==> config.mk <==
export PLATFORM = sky130hd
export DESIGN_NAME = regfile_ctrl
export DESIGN_NICKNAME = d
export VERILOG_FILES = /design/src/rtl/regfile_ctrl_pkg.sv /design/src/rtl/regfile_ctrl_fsm.sv /design/src/rtl/regfile_ctrl.sv
export SDC_FILE = /design/constraint.sdc
export NUM_CORES = 1
export LEC_CHECK = 0
export CORE_MARGIN = 2
export CORE_UTILIZATION = 45
export DETAILED_ROUTE_END_ITERATION = 8
export PLACE_DENSITY = 0.8
export SLEW_MARGIN = 20
export SYNTH_ARGS = -nofsm -noshare
export SYNTH_HDL_FRONTEND = slang
export SYNTH_SLANG_ARGS = --single-unit
==> constraint.sdc <==
create_clock -name clk -period 3.6 [get_ports clk]
set_input_delay 0.72 -clock clk [delete_from_list [all_inputs] [get_ports clk]]
set_output_delay 0.72 -clock clk [all_outputs]
set_load 0.05 [all_outputs]
==> src/rtl/regfile_ctrl_pkg.sv <==
// Shared definitions for the register file access controller: command
// encodings, controller states and default geometry.
package regfile_ctrl_pkg;

  localparam int DW_DEF = 16;
  localparam int RN_DEF = 16;

  localparam logic [2:0] OP_READ  = 3'd0;
  localparam logic [2:0] OP_WRITE = 3'd1;
  localparam logic [2:0] OP_MOVE  = 3'd2;
  localparam logic [2:0] OP_ADD   = 3'd3;
  localparam logic [2:0] OP_SWAP  = 3'd4;
  localparam logic [2:0] OP_CLEAR = 3'd5;

  typedef enum logic [2:0] {
    ST_IDLE  = 3'd0,
    ST_EXEC  = 3'd1,
    ST_SWAP2 = 3'd2,
    ST_CLEAR = 3'd3,
    ST_RESP  = 3'd4
  } state_e;

endpackage

==> src/rtl/regfile_ctrl_fsm.sv <==
// Sequencing core of regfile_ctrl: state register, clear counter and
// next-state decode. Datapath decisions live in the top module.
module regfile_ctrl_fsm
  import regfile_ctrl_pkg::*;
#(
  parameter int RN = RN_DEF
) (
  input  logic                  clk,
  input  logic                  rst_n,
  input  logic                  cmd_fire,
  input  logic [2:0]            op,
  input  logic                  rsp_ready,
  output state_e                state,
  output logic [$clog2(RN)-1:0] cnt
);

  localparam int SW = $clog2(RN);
  localparam logic [SW-1:0] CNT_LAST = SW'(RN - 1);
  localparam logic [SW-1:0] CNT_ONE  = SW'(1);

  state_e        state_r;
  state_e        state_nxt_s;
  logic [SW-1:0] cnt_r;
  logic [SW-1:0] cnt_nxt_s;

  // State and clear-counter registers with synchronous reset
  always_ff @(posedge clk) begin
    if (!rst_n) begin
      state_r <= ST_IDLE;
      cnt_r   <= {SW{1'b0}};
    end else begin
      state_r <= state_nxt_s;
      cnt_r   <= cnt_nxt_s;
    end
  end

  // Next-state and counter decode
  always_comb begin
    state_nxt_s = state_r;
    cnt_nxt_s   = cnt_r;
    case (state_r)
      ST_IDLE: begin
        if (cmd_fire) begin
          state_nxt_s = ST_EXEC;
        end else begin
          state_nxt_s = ST_IDLE;
        end
      end
      ST_EXEC: begin
        case (op)
          OP_READ:  state_nxt_s = ST_RESP;
          OP_SWAP:  state_nxt_s = ST_SWAP2;
          OP_CLEAR: begin
            state_nxt_s = ST_CLEAR;
            cnt_nxt_s   = {SW{1'b0}};
          end
          default:  state_nxt_s = ST_IDLE;
        endcase
      end
      ST_SWAP2: state_nxt_s = ST_IDLE;
      ST_CLEAR: begin
        // Counter wraps naturally back to 0 on the last step
        cnt_nxt_s = cnt_r + CNT_ONE;
        if (cnt_r == CNT_LAST) begin
          state_nxt_s = ST_IDLE;
        end else begin
          state_nxt_s = ST_CLEAR;
        end
      end
      ST_RESP: begin
        if (rsp_ready) begin
          state_nxt_s = ST_IDLE;
        end else begin
          state_nxt_s = ST_RESP;
        end
      end
      default: begin
        state_nxt_s = ST_IDLE;
        cnt_nxt_s   = {SW{1'b0}};
      end
    endcase
  end

  assign state = state_r;
  assign cnt   = cnt_r;

endmodule

==> src/rtl/regfile_ctrl.sv <==
// regfile_ctrl: command-driven initiator for a 1W/2R register file.
// Optional build macro REGFILE_CTRL_R0_ZERO_EN makes r0 read as zero and
// suppresses every write aimed at r0.
module regfile_ctrl
  import regfile_ctrl_pkg::*;
#(
  parameter int DW = DW_DEF,
  parameter int RN = RN_DEF
) (
  input  logic                  clk,
  input  logic                  rst_n,
  input  logic                  cmd_valid,
  output logic                  cmd_ready,
  input  logic [2:0]            cmd_op,
  input  logic [$clog2(RN)-1:0] cmd_rd,
  input  logic [$clog2(RN)-1:0] cmd_rs,
  input  logic [$clog2(RN)-1:0] cmd_rt,
  input  logic [DW-1:0]         cmd_imm,
  output logic                  rsp_valid,
  input  logic                  rsp_ready,
  output logic [DW-1:0]         rsp_a,
  output logic [DW-1:0]         rsp_b,
  output logic                  busy,
  input  logic [DW-1:0]         rf_a,
  input  logic [DW-1:0]         rf_b,
  output logic [DW-1:0]         rf_d,
  output logic                  rf_load_en,
  output logic [$clog2(RN)-1:0] rf_dest_sel,
  output logic [$clog2(RN)-1:0] rf_a_sel,
  output logic [$clog2(RN)-1:0] rf_b_sel
);

  localparam int SW = $clog2(RN);

  state_e        state_s;
  logic [SW-1:0] cnt_s;
  logic          cmd_ready_s;
  logic          cmd_fire_s;

  logic [2:0]    op_r;
  logic [SW-1:0] rd_r;
  logic [SW-1:0] rs_r;
  logic [SW-1:0] rt_r;
  logic [DW-1:0] imm_r;
  logic [DW-1:0] tmp_r;
  logic [DW-1:0] rsp_a_r;
  logic [DW-1:0] rsp_b_r;

  logic [DW-1:0] rd_a_s;
  logic [DW-1:0] rd_b_s;
  logic [DW-1:0] rf_d_s;
  logic          load_s;
  logic          load_ok_s;
  logic [SW-1:0] dest_sel_s;
  logic [SW-1:0] a_sel_s;
  logic [SW-1:0] b_sel_s;

  // Held low during reset so nothing is accepted while rst_n is asserted
  assign cmd_ready_s = (state_s == ST_IDLE) && rst_n;
  assign cmd_fire_s  = cmd_valid && cmd_ready_s;

  regfile_ctrl_fsm #(.RN(RN)) u_fsm (
    .clk       (clk),
    .rst_n     (rst_n),
    .cmd_fire  (cmd_fire_s),
    .op        (op_r),
    .rsp_ready (rsp_ready),
    .state     (state_s),
    .cnt       (cnt_s)
  );

  // Latch command fields on acceptance so inputs may change afterwards
  always_ff @(posedge clk) begin
    if (!rst_n) begin
      op_r  <= 3'd0;
      rd_r  <= {SW{1'b0}};
      rs_r  <= {SW{1'b0}};
      rt_r  <= {SW{1'b0}};
      imm_r <= {DW{1'b0}};
    end else if (cmd_fire_s) begin
      op_r  <= cmd_op;
      rd_r  <= cmd_rd;
      rs_r  <= cmd_rs;
      rt_r  <= cmd_rt;
      imm_r <= cmd_imm;
    end else begin
      op_r  <= op_r;
      rd_r  <= rd_r;
      rs_r  <= rs_r;
      rt_r  <= rt_r;
      imm_r <= imm_r;
    end
  end

  // Read-port data as seen by the controller (r0 optionally forced to zero)
  always_comb begin
    rd_a_s = rf_a;
    rd_b_s = rf_b;
`ifdef REGFILE_CTRL_R0_ZERO_EN
    if (a_sel_s == {SW{1'b0}}) begin
      rd_a_s = {DW{1'b0}};
    end else begin
      rd_a_s = rf_a;
    end
    if (b_sel_s == {SW{1'b0}}) begin
      rd_b_s = {DW{1'b0}};
    end else begin
      rd_b_s = rf_b;
    end
`endif
  end

  // Per-state register file drive: selects, write data and write strobe
  always_comb begin
    a_sel_s    = {SW{1'b0}};
    b_sel_s    = {SW{1'b0}};
    dest_sel_s = {SW{1'b0}};
    rf_d_s     = {DW{1'b0}};
    load_s     = 1'b0;
    case (state_s)
      ST_EXEC: begin
        a_sel_s = rs_r;
        b_sel_s = rt_r;
        case (op_r)
          OP_WRITE: begin
            rf_d_s = imm_r; dest_sel_s = rd_r; load_s = 1'b1;
          end
          OP_MOVE: begin
            rf_d_s = rd_a_s; dest_sel_s = rd_r; load_s = 1'b1;
          end
          OP_ADD: begin
            rf_d_s = rd_a_s + rd_b_s; dest_sel_s = rd_r; load_s = 1'b1;
          end
          OP_SWAP: begin
            rf_d_s = rd_b_s; dest_sel_s = rs_r; load_s = 1'b1;
          end
          default: load_s = 1'b0;
        endcase
      end
      ST_SWAP2: begin
        rf_d_s = tmp_r; dest_sel_s = rt_r; load_s = 1'b1;
      end
      ST_CLEAR: begin
        rf_d_s = {DW{1'b0}}; dest_sel_s = cnt_s; load_s = 1'b1;
      end
      default: load_s = 1'b0;
    endcase
  end

  // Write qualification: no writes while reset is asserted, optional r0 guard
  always_comb begin
    load_ok_s = load_s && rst_n;
`ifdef REGFILE_CTRL_R0_ZERO_EN
    if (dest_sel_s == {SW{1'b0}}) begin
      load_ok_s = 1'b0;
    end else begin
      load_ok_s = load_s && rst_n;
    end
`endif
  end

  // SWAP holding register and READ response capture
  always_ff @(posedge clk) begin
    if (!rst_n) begin
      tmp_r   <= {DW{1'b0}};
      rsp_a_r <= {DW{1'b0}};
      rsp_b_r <= {DW{1'b0}};
    end else begin
      if ((state_s == ST_EXEC) && (op_r == OP_SWAP)) begin
        tmp_r <= rd_a_s;
      end else begin
        tmp_r <= tmp_r;
      end
      if ((state_s == ST_EXEC) && (op_r == OP_READ)) begin
        rsp_a_r <= rd_a_s;
        rsp_b_r <= rd_b_s;
      end else begin
        rsp_a_r <= rsp_a_r;
        rsp_b_r <= rsp_b_r;
      end
    end
  end

  assign cmd_ready   = cmd_ready_s;
  assign rsp_valid   = (state_s == ST_RESP);
  assign rsp_a       = rsp_a_r;
  assign rsp_b       = rsp_b_r;
  assign busy        = (state_s != ST_IDLE);
  assign rf_d        = rf_d_s;
  assign rf_load_en  = load_ok_s;
  assign rf_dest_sel = dest_sel_s;
  assign rf_a_sel    = a_sel_s;
  assign rf_b_sel    = b_sel_s;

endmodule
==> results.md, run 1 <==
* Largest net degree at the start of global routing at 55
* Asr flop ratio synth at 0%
* CP Max Fanout at 3
* Worst-margin pin slew at between 0.7 and 0.8 ns
* CTS root buf: clkbuf_8
* Synth top area cells: dfxtp_1 (36%), nand2_1 (15%), o21ai_0 (6.4%)
* Setup ws final at between 0.07 and 0.08 ns
* Design area at between 0.007 and 0.008 sq mm
* VDD IR max at 0.0002365 V
* H-Tree Depth at 3
* CTS clk-pin slew, worst paths at roughly 0.090 ns
* Syn_nets at 712
* R2R Path End: rsp_a[2]
* Top sig layer: met4
* Fmax at 0.2839 GHz
* Post-route setup TNS at 0 ns
* Pre-CTS setup slack at -0.3450 ns
* Number of global-route vias before repair at just over 5000
* Period utilization at 97.85%
* Vias per cell at roughly 5.5
* Clock sinks at 86
* Antenna cells at 0
* Multi-input gate area at between 0.003 and 0.004 sq mm
* Fraction of layout cells with a size suffix above 1 at between 10% and 20%
* Site Rows at 37
* Total area of sequential cells at roughly 0.0017 sq mm
* Setup Viol. Count Final at 0
* Hold path start: rsp_b[11]
* Initial DRC count at 355
* Post-Syn Area per Cell at approximately 7.6 sq um
* Drt total wl at 16.49 mm
* DIE HEIGHT at 107.2 microns
* Remaining global-route overflow at 0
* DR vias at 5204
* TritonCTS clock tree: done
* Total Power at 2.547 mW
* Fin crit period at 3.523 ns
* Hold depth at 2
* DR WL/cell at 17.50 microns
* Post-synthesis sequential area ratio at 35.94%
* Synth top area share at 35.94%
* Antenna Nets Post-Route at 0
* Global-route wire length before repair at 26.27 mm
* Max Root-Sink Buffers at 2
* Slew Viols, Final at 0
* Synth Area in Compound Gates at around 28%
* Synth area leader: dfxtp_1
* Initial core utilization at between 40% and 50%
* Power Dens Cells at approximately 360 mW/mm^2
* Layout fillers at around 850
* Crit start category: input pin
* CP endpoint kind: primary output
* XOR/XNOR share of the synthesized area at under 10%
* Layout area overhead at 49.26%
* DRT Pass-1 Iters at 5
* Endpoints failing hold at 0
* Post-synth EDFFs at 0
* Hold Path Sink: rsp_b[11]
* Origin of the critical flop-to-flop path: u_fsm.state[2]
* Die Wd at approximately 110 microns
* WL met3 at 1.294 mm
* Crit path DAT at 2.80 ns
* Placement Cell Area at between 0.006 and 0.007 sq mm
* Ys flop type: dfxtp_1
* Number of I/O pins at 131
* Relative slew slack at between 50% and 60%
* Ys Warns at 0
* # DRC at 0
* Req. time, crit path at 2.88 ns
* Area of the die at 0.01149 sq mm
* Post-Syn Area at 0.004791 sq mm
* Setup Skew at between 0.008 and 0.009 ns
* Static Leak at 2.748 nW
* Yosys cell types at 62
* Yosys reg bits at 86
* Reg2Reg Setup Slack at roughly 1.5 ns
* Core area at 0.01032 sq mm
* Metal2 WL at 7.782 mm
* Total CTS buffers at 9
* Max Cap Viol at 0
* Fin cells at 942
* Synth Area in Simple Gates at 24.37%
* Port Buffers at 130
* Final net count at a little under 900
* R2R cell count at 6
* Initial antenna violation count at 0
* Mapped Cells at 628
* Critical path origin: rf_b[4]
* M1 WL at 7.187 mm
* Outcome: completed
* Post-DP HPWL at 12.35 mm
* Post-synthesis adder-cell area fraction at 4.597%
* Clk_lat worst skew at about 0.37 ns
* Overall routing resource usage at approximately 29%
* DP Cell Count at 923
* Largest family of logic cells by synthesized area: compound AO/OA/AOI/OAI gates
* Fraction of synthesized area in multiplexers at 0.6790%
* HP Class: flip-flop to flip-flop
* WS Path Type: input pin to primary output
* Routability cong. at between 0.9 and 1
==> worst max-delay path, cell delays in order <==
cell	delay (ns)
clkdlybuf4s50_1	0.50
ha_4	0.32
o21ai_0	0.10
o21bai_1	0.23
a21oi_1	0.14
buf_4	0.15
xor2_1	0.13
o221ai_1	0.32
buf_12	0.19
==> power breakdown <==
group          internal, mW  leakage (nW)  total [mW]  switching, mW
sequential             1.00         0.701        1.04         0.0418
combinational         0.321          1.94       0.712          0.391
clock                 0.412         0.110       0.791          0.379
==> flip-flops by register name, summed over array words and instances, names as in the netlist <==
signal / count
op_r: 3
u_fsm.state: 3
rd_r: 4
rs_r: 4
rsp_b: 16
imm_r: 16
rt_r: 4
u_fsm.cnt: 4
rsp_a: 16
tmp_r: 16
==> how the worst max path moves through the flow <==
stage	slack (ns)	end
final	0.08	rf_d[6]
after global routing	-0.002	rf_d[6]
after CTS	0.001	rf_d[13]
after detailed placement	-0.35	rf_d[10]
after global placement	-0.32	rf_d[12]
after floorplan	-0.07	rf_d[12]
==> Yosys cell counts, drive strengths merged, types with 2 or more instances <==
master	instances
a211oi	3
a21boi	51
a21o	5
a21oi	18
a221oi	5
a222oi	4
a22oi	24
a2bb2oi	2
a31oi	2
and2	12
and3	3
and3b	2
buf	25
clkbuf	18
dfxtp	86
ha	16
inv	2
mux2	2
nand2	197
nand2b	3
nand3	6
nand3b	2
nand4	3
nor2	25
nor2b	5
nor3	4
nor3b	2
o211ai	3
o21a	4
o21ai	65
o21bai	2
or2	2
xnor2	5
xor2	6
==> kinds of logic (layout without fill, tap and decap cells) <==
group	count (synthesis)	in the layout
compound gates	197	197
mux	3	3
flops	86	86
fa+ha+maj	17	17
buf+inv	45	223
xor+xnor	11	11
simple gates	269	269
==> stage by stage <==
stage | hold WS, ns | utilization [%]
finish | 0.4577 | 69.26
global route | 0.4792 | 69.26
CTS | 0.4625 | 68.37
detailed placement | 0.4502 | 65.08
global placement | 0.4409 | 65.08
floorplan | 0.4335 | -
==> layout make-up <==
cell class | count | share of cell area [%]
Sequential cell | 86 | 24.08
Timing Repair Buffer | 205 | 27.86
Tap cell | 136 | 2.380
Inverter | 2 | 0.1050
Clock inverter | 5 | 1.137
Multi-Input combinational cell | 497 | 42.47
Clock buffer | 11 | 1.977
==> cells in the final DEF (no fill, tap or decap), drive strengths merged, types with 3 or more instances in the layout <==
cell type	synthesis	routed
nand2	197	197
inv	2	3
a222oi	4	4
buf	25	97
dlymetal6s2s	0	5
xor2	6	6
clkbuf	18	12
a21o	5	5
dlygate4sd2	0	4
o21ai	65	65
ha	16	16
xnor2	5	5
nand4	3	3
and2	12	12
o21a	4	4
o211ai	3	3
and3	3	3
nor2	25	25
a21oi	18	18
nand2b	3	3
a22oi	24	24
nor3	4	4
nor2b	5	5
a21boi	51	51
nand3	6	6
dfxtp	86	86
a211oi	3	3
a221oi	5	5
clkdlybuf4s50	0	96
==> per-layer routing <==
layer  vias to the layer above  GRT usage [%]
met3                        23          5.167
li1                       2518              -
met5                         -              0
met2                       206          48.28
met4                         0          7.885
met1                      2457          39.56
==> what timing repair did <==
action / in CTS / in global routing
buffers inserted: 1 / 2
endpoints found under the setup margin: 12 / 8
pin swaps: 13 / 12
hold buffers: 0 / 0
resized for setup: 39 / 18
(Power assumes the default switching activity.)
==> run 2: changes to the inputs <==
CORE_ASPECT_RATIO = 0.8   (was not set)
HOLD_SLACK_MARGIN = 0.05   (was not set)
clock period = 3.3 ns   (was 3.6 ns; I/O delays follow)
==> run 2 against run 1 <==
The flow now finishes with violations (negative setup slack). Clock-buffer cell count unchanged. Sequential share of layout area down 1.0 points. Final area up 4.3%. Flip-flop and latch count unchanged. Clock skew down 0.0018 ns. Clock power up 49%. Worst hold slack worse by 0.0041 ns. Critical path depth up 2. Utilization up 3.0 points. Via count up 2.3%. Largest cell class unchanged. Largest power group is now the clock network.
==> results.md, run 2 (synthesis gave the netlist of run 1 again) <==
* Outcome: finished with violations
* Failing checks: negative setup slack
* Max Root-Sink Buffers at 2
* TritonCTS clock tree: done
* HP Class: flip-flop to flip-flop
* Vias per cell at approximately 5.6
* Critical path origin: rf_b[0]
* Drt total wl at 16.18 mm
* Layout fillers at 787
* Layout area overhead at 55.73%
* Setup ws final at -0.05989 ns
* Remaining global-route overflow at 0
* Post-route setup TNS at -0.1018 ns
* DIE HEIGHT at between 90 and 100 microns
* Die Wd at between 100 and 150 microns
* Worst-margin pin slew at 0.7786 ns
* Fmax at 0.2976 GHz
* Initial antenna violation count at 1
* Port Buffers at 130
* Total CTS buffers at 9
* Power Dens Cells at 418.8 mW/mm^2
* Crit start category: input pin
* Post-DP HPWL at 11.49 mm
* Total Power at 3.124 mW
* Setup Viol. Count Final at 2
* Number of global-route vias before repair at 5156
* Max Cap Viol at 0
* WS Path Type: input pin to primary output
* Core area at 0.01032 sq mm
* Largest net degree at the start of global routing at 89
* Req. time, crit path at 2.64 ns
* Static Leak at 2.877 nW
* Clk_lat worst skew at 0.34 ns
* Relative slew slack at 48.09%
* Slew Viols, Final at 0
* Initial DRC count at 441
* Crit path DAT at roughly 2.7 ns
* CTS root buf: clkbuf_16
* DR WL/cell at 17.05 microns
* Number of I/O pins at around 130
* Pre-CTS setup slack at -0.5678 ns
* DR vias at 5324
* Period utilization at 101.8%
* RSZ-0062 raised after global routing: yes
* Global-route wire length before repair at 25.50 mm
* Origin of the critical flop-to-flop path: u_fsm.state[2]
* Clock sinks at between 80 and 90
* VDD IR max at roughly 0.00037 V
* Fin crit period at 3.360 ns
* # DRC at 0
* Initial core utilization at 46.41%
* CTS clk-pin slew, worst paths at about 0.070 ns
* Hold path start: rsp_a[10]
* Fraction of layout cells with a size suffix above 1 at approximately 22%
* H-Tree Depth at 3
* Site Rows at 33
* Area of the die at ~0.011 sq mm
* Endpoints failing hold at 0
* CP endpoint kind: primary output
* Setup Skew at 0.006919 ns
* Final net count at 887
* CP Max Fanout at 2
* Routability cong. at 0.9233
* Antenna Nets Post-Route at 0
* Overall routing resource usage at around 28%
* Most frequent cells in the layout: nand2_1 (195), dfxtp_1 (86), clkdlybuf4s50_1 (82)
* DRT Pass-1 Iters at 5
* Commonest non-fill, non-tap cell in the layout: nand2_1
==> run 2: layer usage <==
layer / track usage [%] / up-vias / part of all wire (%)
met5: 0 / - / 0
met4: 9.804 / 0 / 2.3
met3: 7.227 / 39 / 7.4
met2: 49.47 / 230 / 49
met1: 33.57 / 2526 / 41
li1: - / 2529 / -
==> run 2: stage by stage <==
stage	instances	cell area, sq um	hold WS, ns	util [%]
final	949	7461	0.4536	72.28
after global routing	948	7458	0.4740	72.25
after CTS	947	7348	0.4535	71.19
after detailed placement	927	6782	0.4445	65.70
after global placement	927	6782	0.4418	65.70
after floorplan	628	4808	0.4335	-
==> run 2: report_power, final <==
part	total, mW	switching (mW)	internal (mW)
Combinational	0.808	0.441	0.367
Sequential	1.14	0.0457	1.09
Clock	1.18	0.433	0.744
==> run 2: area by class of cell <==
class	count	area (sq um)	area share (%)
timing repair buffer	207	2062	27.64
antenna	1	2.502	0.03354
multi-input combinational	497	3153	42.26
tap	140	175.2	2.348
sequential	86	1722	23.08
clock inverter	5	106.4	1.425
clock buffer	11	232.7	3.119
inverter	2	7.507	0.1006
==> run 2: worst max-delay path, stage by stage <==
cell,delay [ns]
buf_8,0.10
ha_4,0.15
fa_2,0.39
a211oi_2,0.22
o21bai_1,0.12
o31a_1,0.31
buf_4,0.16
a31oi_1,0.15
xor2_1,0.19
o21ai_2,0.09
buf_12,0.17
==> run 2: repair_timing <==
action / CTS / global route
pin swaps: 21 / 15
hold buffers: 0 / 0
resized for setup: 72 / 25
buffers inserted: 4 / 1
endpoints found under the setup margin: 15 / 12
==> run 2: final timing paths <==
path | slack (ns) | cells past startpoint | endpoint
max reg2reg | 1.30 | 7 | rsp_a[4]
min reg2reg | 0.45 | 2 | rsp_a[10]
min | 0.45 | 2 | rsp_a[10]
max | -0.06 | 11 | rf_d[12]
